**src/rtl/mc_cpu_pkg.sv**
```systemverilog
// mc_cpu_pkg
// Shared definitions for the multicycle CPU controller: opcode constants,
// controller state encoding, instruction field positions and small decode
// helpers. Imported by mc_regfile and mc_control_unit.
`timescale 1ns/1ps
package mc_cpu_pkg;

    localparam int DATA_W   = 32;
    localparam int INSTR_W  = 32;
    localparam int NUM_REGS = 8;
    localparam int REG_AW   = 3;

    // Instruction layout: [31:29] opcode, [28:26] rd, [25:23] rs0,
    // [22:20] rs1, [19:0] signed word offset (branches only).
    localparam int OPC_HI = 31;
    localparam int OPC_LO = 29;
    localparam int RD_HI  = 28;
    localparam int RD_LO  = 26;
    localparam int RS0_HI = 25;
    localparam int RS0_LO = 23;
    localparam int RS1_HI = 22;
    localparam int RS1_LO = 20;
    localparam int OFF_HI = 19;
    localparam int OFF_LO = 0;

    typedef enum logic [2:0] {
        OP_NOP  = 3'b000,
        OP_HALT = 3'b001,
        OP_BEQ  = 3'b010,
        OP_BLT  = 3'b011,
        OP_ADD  = 3'b100,
        OP_SUB  = 3'b101,
        OP_AND  = 3'b110,
        OP_OR   = 3'b111
    } opcode_t;

    typedef enum logic [2:0] {
        ST_FETCH  = 3'd0,
        ST_WAIT   = 3'd1,
        ST_DECODE = 3'd2,
        ST_EXEC   = 3'd3,
        ST_WB     = 3'd4,
        ST_HALT   = 3'd5
    } ctrl_state_t;

    // All register-writing ALU operations have the top opcode bit set.
    function automatic logic is_alu_op(input logic [2:0] op);
        return op[2];
    endfunction

    function automatic logic is_branch(input logic [2:0] op);
        return (op == OP_BEQ) || (op == OP_BLT);
    endfunction

endpackage

```
**src/rtl/mc_regfile.sv**
```systemverilog
// mc_regfile
// 8 x 32 register file: two combinational read ports, one synchronous
// write port, asynchronous active-high reset clearing every register.
//
// Configuration macro: MC_CTRL_R0_ZERO_EN
//   defined   -> r0 always reads 0 and writes to r0 are dropped
//   undefined -> r0 is an ordinary register
//
// Ports:
//   clk_i, rst_i           clock, async active-high reset
//   raddr0_i / rdata0_o    read port 0
//   raddr1_i / rdata1_o    read port 1
//   we_i, waddr_i, wdata_i write port (written on the rising edge)
`timescale 1ns/1ps
module mc_regfile
    import mc_cpu_pkg::*;
(
    input  logic              clk_i,
    input  logic              rst_i,
    input  logic [REG_AW-1:0] raddr0_i,
    input  logic [REG_AW-1:0] raddr1_i,
    output logic [DATA_W-1:0] rdata0_o,
    output logic [DATA_W-1:0] rdata1_o,
    input  logic              we_i,
    input  logic [REG_AW-1:0] waddr_i,
    input  logic [DATA_W-1:0] wdata_i
);

    logic [DATA_W-1:0] regs_q [NUM_REGS];
    logic              wr_en;

`ifdef MC_CTRL_R0_ZERO_EN
    assign wr_en    = we_i && (waddr_i != '0);
    assign rdata0_o = (raddr0_i == '0) ? '0 : regs_q[raddr0_i];
    assign rdata1_o = (raddr1_i == '0) ? '0 : regs_q[raddr1_i];
`else
    assign wr_en    = we_i;
    assign rdata0_o = regs_q[raddr0_i];
    assign rdata1_o = regs_q[raddr1_i];
`endif

    always_ff @(posedge clk_i or posedge rst_i) begin
        if (rst_i) begin
            for (int i = 0; i < NUM_REGS; i++) begin
                regs_q[i] <= '0;
            end
        end else if (wr_en) begin
            regs_q[waddr_i] <= wdata_i;
        end
    end

endmodule

```
**src/rtl/mc_control_unit.sv**
```systemverilog
// mc_control_unit
// Multicycle FETCH -> WAIT -> DECODE -> EXEC -> WB controller. Owns the PC,
// the instruction register and the register file, drives an external
// combinational ALU and applies its result / branch decision.
//
// Configuration macro: MC_CTRL_R0_ZERO_EN (handled inside mc_regfile).
//
// Ports:
//   clk, rst                      clock, async active-high reset
//   imem_req, imem_addr           one-cycle fetch request at address PC
//   imem_valid, imem_data         instruction return
//   alu_ip_0, alu_ip_1, alu_opcode ALU operands / opcode (000 outside EXEC)
//   alu_op_0, alu_change_pc       ALU result / branch-taken (used in EXEC only)
//   halted, pc_out                HALT indication, current PC
//
// Fetch handshake: imem_req is a single-cycle pulse issued in FETCH. The
// memory answers with imem_valid high for the cycle in which imem_data holds
// the instruction; only the WAIT state samples it, so a valid seen in the
// FETCH cycle itself or in any later state is ignored.
`timescale 1ns/1ps
module mc_control_unit
    import mc_cpu_pkg::*;
#(
    parameter int PC_W = 8
) (
    input  logic            clk,
    input  logic            rst,
    output logic            imem_req,
    output logic [PC_W-1:0] imem_addr,
    input  logic            imem_valid,
    input  logic [31:0]     imem_data,
    output logic [31:0]     alu_ip_0,
    output logic [31:0]     alu_ip_1,
    output logic [2:0]      alu_opcode,
    input  logic [31:0]     alu_op_0,
    input  logic            alu_change_pc,
    output logic            halted,
    output logic [PC_W-1:0] pc_out
);

    ctrl_state_t     state_q, state_d;
    logic [PC_W-1:0] pc_q, pc_d;
    logic [31:0]     ir_q, ir_d;
    logic [31:0]     a_q, a_d;
    logic [31:0]     b_q, b_d;
    logic [31:0]     alu_out_q, alu_out_d;
    logic            taken_q, taken_d;

    logic [2:0]        ir_op;
    logic [REG_AW-1:0] ir_rd, ir_rs0, ir_rs1;
    logic [PC_W-1:0]   br_off;
    logic [31:0]       rf_rdata0, rf_rdata1;
    logic              rf_we;

    assign ir_op  = ir_q[OPC_HI:OPC_LO];
    assign ir_rd  = ir_q[RD_HI:RD_LO];
    assign ir_rs0 = ir_q[RS0_HI:RS0_LO];
    assign ir_rs1 = ir_q[RS1_HI:RS1_LO];
    // Sign-extend the word offset, then keep PC_W bits so the add wraps
    // modulo the instruction memory size.
    assign br_off = PC_W'(signed'(ir_q[OFF_HI:OFF_LO]));

    mc_regfile u_regfile (
        .clk_i    (clk),
        .rst_i    (rst),
        .raddr0_i (ir_rs0),
        .raddr1_i (ir_rs1),
        .rdata0_o (rf_rdata0),
        .rdata1_o (rf_rdata1),
        .we_i     (rf_we),
        .waddr_i  (ir_rd),
        .wdata_i  (alu_out_q)
    );

    always_ff @(posedge clk or posedge rst) begin
        if (rst) begin
            state_q   <= ST_FETCH;
            pc_q      <= '0;
            ir_q      <= '0;
            a_q       <= '0;
            b_q       <= '0;
            alu_out_q <= '0;
            taken_q   <= 1'b0;
        end else begin
            state_q   <= state_d;
            pc_q      <= pc_d;
            ir_q      <= ir_d;
            a_q       <= a_d;
            b_q       <= b_d;
            alu_out_q <= alu_out_d;
            taken_q   <= taken_d;
        end
    end

    always_comb begin
        state_d    = state_q;
        pc_d       = pc_q;
        ir_d       = ir_q;
        a_d        = a_q;
        b_d        = b_q;
        alu_out_d  = alu_out_q;
        taken_d    = taken_q;
        rf_we      = 1'b0;
        alu_opcode = OP_NOP;

        case (state_q)
            ST_FETCH: begin
                state_d = ST_WAIT;
            end
            ST_WAIT: begin
                if (imem_valid) begin
                    ir_d    = imem_data;
                    state_d = ST_DECODE;
                end
            end
            ST_DECODE: begin
                if (ir_op == OP_HALT) begin
                    state_d = ST_HALT;
                end else if (ir_op == OP_NOP) begin
                    state_d = ST_WB;
                end else begin
                    // A/B are also the ALU operand drivers, so they are only
                    // reloaded on the way into EXEC; otherwise the operands
                    // keep the values of the last executed instruction.
                    a_d     = rf_rdata0;
                    b_d     = rf_rdata1;
                    state_d = ST_EXEC;
                end
            end
            ST_EXEC: begin
                alu_opcode = ir_op;
                alu_out_d  = alu_op_0;
                taken_d    = alu_change_pc;
                state_d    = ST_WB;
            end
            ST_WB: begin
                state_d = ST_FETCH;
                if (is_alu_op(ir_op)) begin
                    rf_we = 1'b1;
                end
                if (is_branch(ir_op) && taken_q) begin
                    pc_d = pc_q + br_off;
                end else begin
                    pc_d = pc_q + PC_W'(1);
                end
            end
            ST_HALT: begin
                state_d = ST_HALT;
            end
            default: begin
                state_d = ST_FETCH;
            end
        endcase
    end

    // Gated with rst so the request stays low while reset is held even
    // though the state register already sits in FETCH.
    assign imem_req  = (state_q == ST_FETCH) && !rst;
    assign imem_addr = pc_q;
    assign pc_out    = pc_q;
    assign alu_ip_0  = a_q;
    assign alu_ip_1  = b_q;
    assign halted    = (state_q == ST_HALT);

endmodule

```
**config.mk**
```make
export PLATFORM = sky130hd
export DESIGN_NAME = mc_control_unit
export DESIGN_NICKNAME = d
export VERILOG_FILES = /design/src/rtl/mc_cpu_pkg.sv /design/src/rtl/mc_regfile.sv /design/src/rtl/mc_control_unit.sv
export SDC_FILE = /design/constraint.sdc
export NUM_CORES = 1
export LEC_CHECK = 0
export ABC_AREA = 1
export BUFFER_PORTS_ARGS = -buffer_cell sky130_fd_sc_hd__buf_2
export CAP_MARGIN = 20
export CORE_MARGIN = 1
export CORE_UTILIZATION = 29
export CTS_CLUSTER_DIAMETER = 150
export DETAILED_ROUTE_END_ITERATION = 8
export GPL_ROUTABILITY_DRIVEN = 0
export GPL_TIMING_DRIVEN = 0
export HOLD_SLACK_MARGIN = 0.08
export PLACE_DENSITY_LB_ADDON = 0.3
export SLEW_MARGIN = 0
export SYNTH_ARGS = -nofsm -noshare
export SYNTH_HDL_FRONTEND = slang
export SYNTH_SLANG_ARGS = --single-unit
```
**constraint.sdc**
```tcl
create_clock -name clk -period 16 [get_ports clk]
set_clock_uncertainty 0.1 [all_clocks]
set_input_delay 1.6 -clock clk [delete_from_list [all_inputs] [get_ports clk]]
set_output_delay 1.6 -clock clk [all_outputs]
set_load 0.01 [all_outputs]
```
* Word level (Yosys, flattened, before mapping)
Index checks and enable logic that the tools add are counted.
Storage, ports and cells: output and inout bits 85, word-level logic and storage cells 61, bits in registers 396
Operators by class: multiplexer cells 17, equal/unequal tests 9, reduce and logical (&&, ||, !) cells 9, bitwise operators 5, $lt $le $gt $ge 4, add/sub/neg operators 2
Operators by type and width (count):
- $bwmux W256 | 1
- $bmux W32 S3 | 2
- $mux W32 | 5
- $demux W32 S3 | 1
- $pmux W3 S5 | 1
- $eq A3 B2 Y1 const B | 4
- $ge A4 B4 Y1 const B | 3
- $mux W3 | 4
- $not A3 Y4 | 3
- $add A8 B1 Y8 const B | 1
- $add A8 B8 Y8 | 1
- $mux W8 | 1
- $eq A3 B1 Y1 const B | 2
- $eq A3 B3 Y1 const B | 2
- $logic_not A3 Y1 | 2
- $lt A4 B1 Y1 const B | 1
- $logic_and A1 B1 Y1 | 3
- $reduce_and A3 Y1 | 1
- $mux W1 | 2
- $ne A2 B2 Y1 const B | 1
- $not A1 Y1 | 2
- $reduce_and A2 Y1 | 1
- $logic_not A1 Y1 | 1
- $logic_or A1 B1 Y1 | 1

* Logic depth before layout (Yosys ltp)
Gate-level depths: netlist of run 1.
depth after elaboration 6, mapped depth 13, gate-level depth less buffers 13

* Hierarchy
A second synthesis of run 1 with hierarchy kept.
Second synthesis, totals: cells, all modules 2857, area total of the unflattened synthesis 20318.2 µm²
By module, submodules not included:
- mc_regfile | area an instance 14886.8 µm², instances 1, cells each 2312
- mc_control_unit | area an instance 5431.5 µm², instances 1, cells each 545

* Least setup slack after synthesis of run 1
No wires, ideal clock.
path kind input -> output, start point in rst, end point out imem_req, arrival time 1769 ps, setup slack 12531 ps, stages on the path 1, cells stage by stage nor2_1
On the way: cells in the longest elaborated chain, start to end 2
Ends and longest elaborated chain:
- start, declared | RTL line mc_control_unit.sv:27 | input logic rst,
- $logic_not A1 Y1 (no source line)
- $logic_and A1 B1 Y1 | RTL line mc_control_unit.sv:158 | assign imem_req = (state_q == ST_FETCH) && !rst;
- end, declared | RTL line mc_control_unit.sv:28 | output logic imem_req,
No other way between the ends.

* Final worst setup path of run 1
start point reg state_q[2], end point out alu_opcode[2]
On the way: cells in the longest elaborated chain, start to end 2
Ends and longest elaborated chain:
- start, declared | RTL line mc_control_unit.sv:41 | ctrl_state_t state_q, state_d;
- start signal, assigned | RTL line mc_control_unit.sv:85 | state_q <= state_d;
- $eq A3 B2 Y1 | RTL line mc_control_unit.sv:106 | case (state_q)
- $mux W3 | RTL line mc_control_unit.sv:106
- end, declared | RTL line mc_control_unit.sv:34 | output logic [2:0] alu_opcode,
No other way between the ends.

==> run_results.csv, run 1 <==
group,metric,value,unit
clocking,cts_resized,0,
sta,layout_min_cycle_time,4120,ps
clocking,cts_root_buf,"clkbuf_16",
grt,grt_pass1_wl,117000,um
synth,synth_area,19100,um2
route,wl,79800,um
run_status,status,"completed",
synth,postSynthAreaPerCell,8.26,um2
clocking,cts_made_buffers,44,
sta,slew_headroom,0.216,
floorplan,dieHeight,259,um
critical_path,crit_fanout,10,
clocking,postCtsSetupBuffers,0,
synth,ys_seq_area_frac,0.503,
grt,grt.overflow.total,0,
critical_path,cp_data_arrival_time,2420,ps
critical_path,crit_required,14300,ps
floorplan,dieWidth,259,um
critical_path,critPathKind,"flip-flop to primary output",
clocking,clkSlewWorstSetupHoldPaths,60,ps
synth,synth_cell_type_count,32,
route,dr.pass1.iters,6,
sta,setup_viol_count_final,0,
layout,n_fill_cell,6715,
sta,setup_tns,0,ps
grt,grt_start_max_net_pins,118,
synth,ys_warn_count,0,
clocking,cts_tree,"done",
layout,utilization,0.346,
clocking,htree_levels,2,
sta,holdWs,373,ps
floorplan,design.core.area,64800,um2
critical_path,end_kind,"primary output",
hold_path,worstHoldPathType,"flip-flop to flip-flop",
sta,slew_viol_final,0,
pwr,leakage,10.6,nW
route,vias,18500,
layout,stdcell_count,3390,
layout,final_nets,2577,
critical_path,cpPeakStageDelay,500,ps
layout,final_common_cell,"nand2_1",
grt,first_global_vias,18100,
clocking,clk_path_buf_depth,3,
floorplan,rows,93,
pwr,powerDensity,219,nW/um2
sta,finalHoldViolCount,0,
route,antenna_left,0,
critical_path,path_cells,"inv_2 > nand3_1 > clkbuf_1 > nor2_1 > buf_2",
sta,clock.fmax,0.243,GHz
route,routed_via_density,5.45,
synth,synth_nets,2388,
pwr,vdd_ir_drop_max,0.000106,V
layout,area_growth,17.3,%
layout,drive_gt1_frac,0.153,
grt,grt_usage,0.235,
clocking,clk_latency,610,ps
route,routedWlPerCell,23.6,um
sta,final.period_utilization,0.258,
floorplan,dieArea,66900,um2
sta,tightest_slew,1180,ps
critical_path,start_kind,"flip-flop",
run,cap_violations,0,
floorplan,pin_count,153,
floorplan,start_util,0.295,
place,dp_hpwl,52200,um
synth,ys_ff_latch,384,
critical_path,crit_slowest_cell,"nand3_1",
clocking,cts_hold_buf,0,
sta,rsz0062_at_grt,"false",
synth,syn_inst,2312,
critical_path,reg2reg_slack,13380,ps
route,drt_iter0_markers,2506,
pwr,finalPower,4.92,mW
clocking,cts_sinks,384,
place,placed_cells,3310,
route,drc,0,
layout,layout_common_cells,"nand2_1, dfrtp_1, o21ai_0, a21oi_1, nand3_1",
place,portBuffers,140,
layout,n_antenna_cell,0,
grt,antenna_found_initial,2,
-- metal layers --
| metal | vias up | GRT usage | wire length [um] |
|---|---|---|---|
| li1 | 8116 | - | - |
| met4 | 4 | 0.128 | 4280 |
| met1 | 8886 | 0.301 | 31700 |
| met2 | 1183 | 0.358 | 35100 |
| met3 | 302 | 0.0672 | 8710 |
| met5 | - | 0 | 32 |
-- critical path, delay by kind of cell, from the launching register on --
kind | cells | cell delay [ps]
flip-flops | 1 | 380
AND/OR/NAND/NOR | 2 | 700
buffers and inverters | 3 | 770
-- cell usage after synthesis, drive strengths merged --
library cell | n | area [um2]
o311ai | 1 | 8.76
inv | 192 | 721
ha | 7 | 87.6
nor2 | 164 | 746
xor2 | 2 | 17.5
o2111ai | 1 | 8.76
clkbuf | 86 | 335
mux2 | 8 | 90.1
o21ai | 292 | 1460
a21boi | 1 | 7.51
nand4 | 2 | 18.8
nor3 | 1 | 5.00
or2 | 4 | 25.0
o211ai | 128 | 961
a21oi | 273 | 1560
nand2 | 457 | 1730
nand3 | 212 | 1060
dfrtp | 384 | 9610
fa | 1 | 20.0
nand3b | 3 | 22.5
buf | 93 | 606
-- kinds of logic (layout without fill, tap and decap cells) --
| logic type | count (synthesis) | in the layout | share of synthesized area |
|---|---|---|---|
| adders and majority gates | 8 | 8 | 0.00563 |
| muxes | 8 | 8 | 0.00472 |
| AOI/OAI and AO/OA | 696 | 696 | 0.210 |
| and+or+nand+nor | 843 | 843 | 0.189 |
| buffers and inverters | 371 | 594 | 0.0870 |
| DFF | 384 | 384 | 0.503 |
| xor gates and xnor gates | 2 | 2 | 0.000917 |
-- layout make-up --
type	instances	area, um2	area share
Buffer	179	941	0.0420
Clock buffer	68	1350	0.0604
Clock inverter	12	96.3	0.00430
Inverter	192	728	0.0325
Multi-Input combinational cell	1557	7830	0.349
Sequential cell	384	9610	0.429
Tap cell	855	1070	0.0477
Timing Repair Buffer	143	783	0.0349
-- registers in the layout, indices dropped and copies added (netlist names) --
signal            count
u_regfile.regs_q    256
alu_ip_0             32
alu_ip_1             32
alu_out_q            32
ir_q                 20
imem_addr             8
state_q               3
taken_q               1
-- where the power goes --
part / total [mW] / switching [mW] / internal, mW
logic: 2.30 / 1.62 / 0.672
registers: 1.59 / 0.255 / 1.34
clock network: 1.03 / 0.431 / 0.598
-- through the flow --
step / area [um2] / worst slack, ps
floorplan: 19100 / 3630
global placement: 20900 / -1110
detailed placement: 21000 / 12330
CTS: 22400 / 11870
global route: 22400 / 11790
finish: 22400 / 11880
-- final timing paths --
check                              from               endpoint  cells after the start
setup / recovery             state_q[2]          alu_opcode[2]                      5
hold / removal             alu_ip_0[21]           alu_ip_0[21]                      2
setup reg to reg               ir_q[23]           alu_ip_0[16]                      7
hold reg to reg            alu_ip_0[21]           alu_ip_0[21]                      2
max in group asynchronous           rst  u_regfile.regs_q[140]                      4
min in group asynchronous           rst           alu_ip_0[31]                      2
Power figures use the tool's default switching activity.
==> run 2: changes to the inputs <==
clock period = 4.2 ns   (was 16 ns; I/O delays follow)
==> run 2 against run 1 <==
Clock power rose to 3.9 times the previous value. Sequential share of layout area down 1.4 points. Clock-buffer cell count down 8. Wire length up 0.16%. Hold slack worse by 30 ps. Critical path depth unchanged. Critical path type unchanged. Critical endpoint unchanged. Largest cell class unchanged.
==> run_results.csv, run 2 (same netlist as run 1, synthesis figures left out) <==
group,metric,value,unit
floorplan,dieHeight,259,um
layout,top_register,"u_regfile.regs_q",
layout,stdcell_count,3455,
sta,slew_viol_final,0,
pwr,vdd_ir_drop_max,0.000426,V
clocking,clk_path_buf_depth,3,
clocking,cts_resized,0,
clocking,cts_made_buffers,44,
route,routedWlPerCell,23.1,um
sta,setup_viol_count_final,0,
grt,antenna_found_initial,1,
sta,final.period_utilization,0.694,
route,dr.pass1.iters,7,
clocking,clkSlewWorstSetupHoldPaths,60,ps
run,cap_violations,0,
layout,regArea,9610,um2
route,highest_layer,"met4",
floorplan,dieWidth,259,um
route,wl_met2,35700,um
run_status,status,"completed",
pwr,leakage,10.9,nW
critical_path,end_kind,"primary output",
clocking,clk_latency,600,ps
sta,tightest_slew,1220,ps
layout,stdcell_area,23200,um2
critical_path,crit_required,3680,ps
layout,n_fill_cell,6675,
critical_path,cp_data_arrival_time,2400,ps
floorplan,dieArea,66900,um2
layout,final_nets,2640,
place,placed_cells,3318,
clocking,cts_sinks,384,
floorplan,rows,93,
grt,grt_start_max_net_pins,42,
route,routed_via_density,5.42,
layout,final_common_cell,"nand2_1",
sta,layout_min_cycle_time,2920,ps
route,wl_met1,31600,um
place,dp_hpwl,52900,um
layout,largest_register_ffs,256,
sta,finalHoldViolCount,0,
floorplan,design.core.area,64800,um2
route,wl,80000,um
sta,clock.fmax,0.343,GHz
floorplan,pin_count,153,
route,dr_wl_met3,9070,um
clocking,cts_tree,"done",
sta,rsz0062_at_grt,"false",
layout,area_growth,21.3,%
sta,slew_headroom,0.184,
layout,layout_common_cells,"nand2_1, dfrtp_1, o21ai_0, a21oi_1, nand3_1",
clocking,htree_levels,2,
grt,first_global_vias,18100,
route,vias,18700,
critical_path,crit_fanout,10,
route,drt_iter0_markers,2484,
clocking,cts_root_buf,"clkbuf_16",
sta,setup_tns,0,ps
layout,multi_input_area,7830,um2
place,portBuffers,140,
pwr,powerDensity,815,nW/um2
place,placed_area,21100,um2
floorplan,start_util,0.295,
critical_path,critPathKind,"flip-flop to primary output",
hold_path,worstHoldPathType,"primary input to async pin",
grt,grt_usage,0.236,
critical_path,start_kind,"flip-flop",
route,antenna_left,0,
sta,holdWs,343,ps
pwr,finalPower,18.9,mW
grt,grt.overflow.total,0,
grt,grt_pass1_wl,117000,um
layout,drive_gt1_frac,0.155,
route,drc,0,
==> run 2: cell types whose count changed in the layout (fill, tap and decap cells not counted) <==
cell           delta
buf_12           +11
buf_16            -3
bufinv_16         +2
clkbuf_1          -7
clkbuf_8          -1
clkinv_2          +4
clkinvlp_4        +4
diode_2           +1
dlygate4sd3_1    +55
inv_8             -1
==> run 2: final timing paths <==
check	startpoint	endpoint	slack (ps)	cells past startpoint
worst max-delay path	state_q[2]	alu_opcode[2]	1280	5
worst min-delay path	rst	ir_q[30]	340	4
worst max register to register	ir_q[23]	alu_ip_0[16]	1560	7
worst min register to register	alu_ip_1[18]	alu_ip_1[18]	370	2
max in group asynchronous	rst	alu_ip_1[10]	2390	8
min in group clk	alu_ip_1[18]	alu_ip_1[18]	370	2
==> run 2: repair_timing <==
action                    in CTS  in global routing
hold buffers                  55                  0
hold endpoints to repair     108                  0
buffers inserted               0                  0
==> run 2: area by class of cell <==
type | instances | share of cell area
clock buffers | 60 | 0.0567
repair buffers | 206 | 0.0635
flip-flops and latches | 384 | 0.415
well taps | 855 | 0.0462
diodes | 1 | 0.000108
clock inverters | 21 | 0.00859
plain buffers | 179 | 0.0406
inverters | 192 | 0.0313
multi-input cells | 1557 | 0.338
==> run 2: layer usage <==
metal,track usage,vias up
met3,0.0656,268
met4,0.103,0
li1,-,8242
met5,0,-
met1,0.309,9000
met2,0.364,1200
==> run 2: per-stage QoR <==
step	worst slack [ps]	util
floorplan	-1480	-
global placement	-4030	0.322
detailed placement	1630	0.326
CTS	1240	0.357
global route	1110	0.357
finish	1280	0.357
==> run 2: power by group <==
group | internal, mW | leakage (nW) | switching, mW
combinational | 2.61 | 5.17 | 6.15
clock | 2.38 | 0.754 | 1.67
sequential | 5.09 | 4.95 | 0.982
total | 10.1 | 10.9 | 8.80
==> run 2: critical path: stages (launching register included) <==
cell and delay (ps):
dfrtp_1 390, inv_2 150, nand3_1 480, clkbuf_1 460, nor2_1 190, buf_2 150
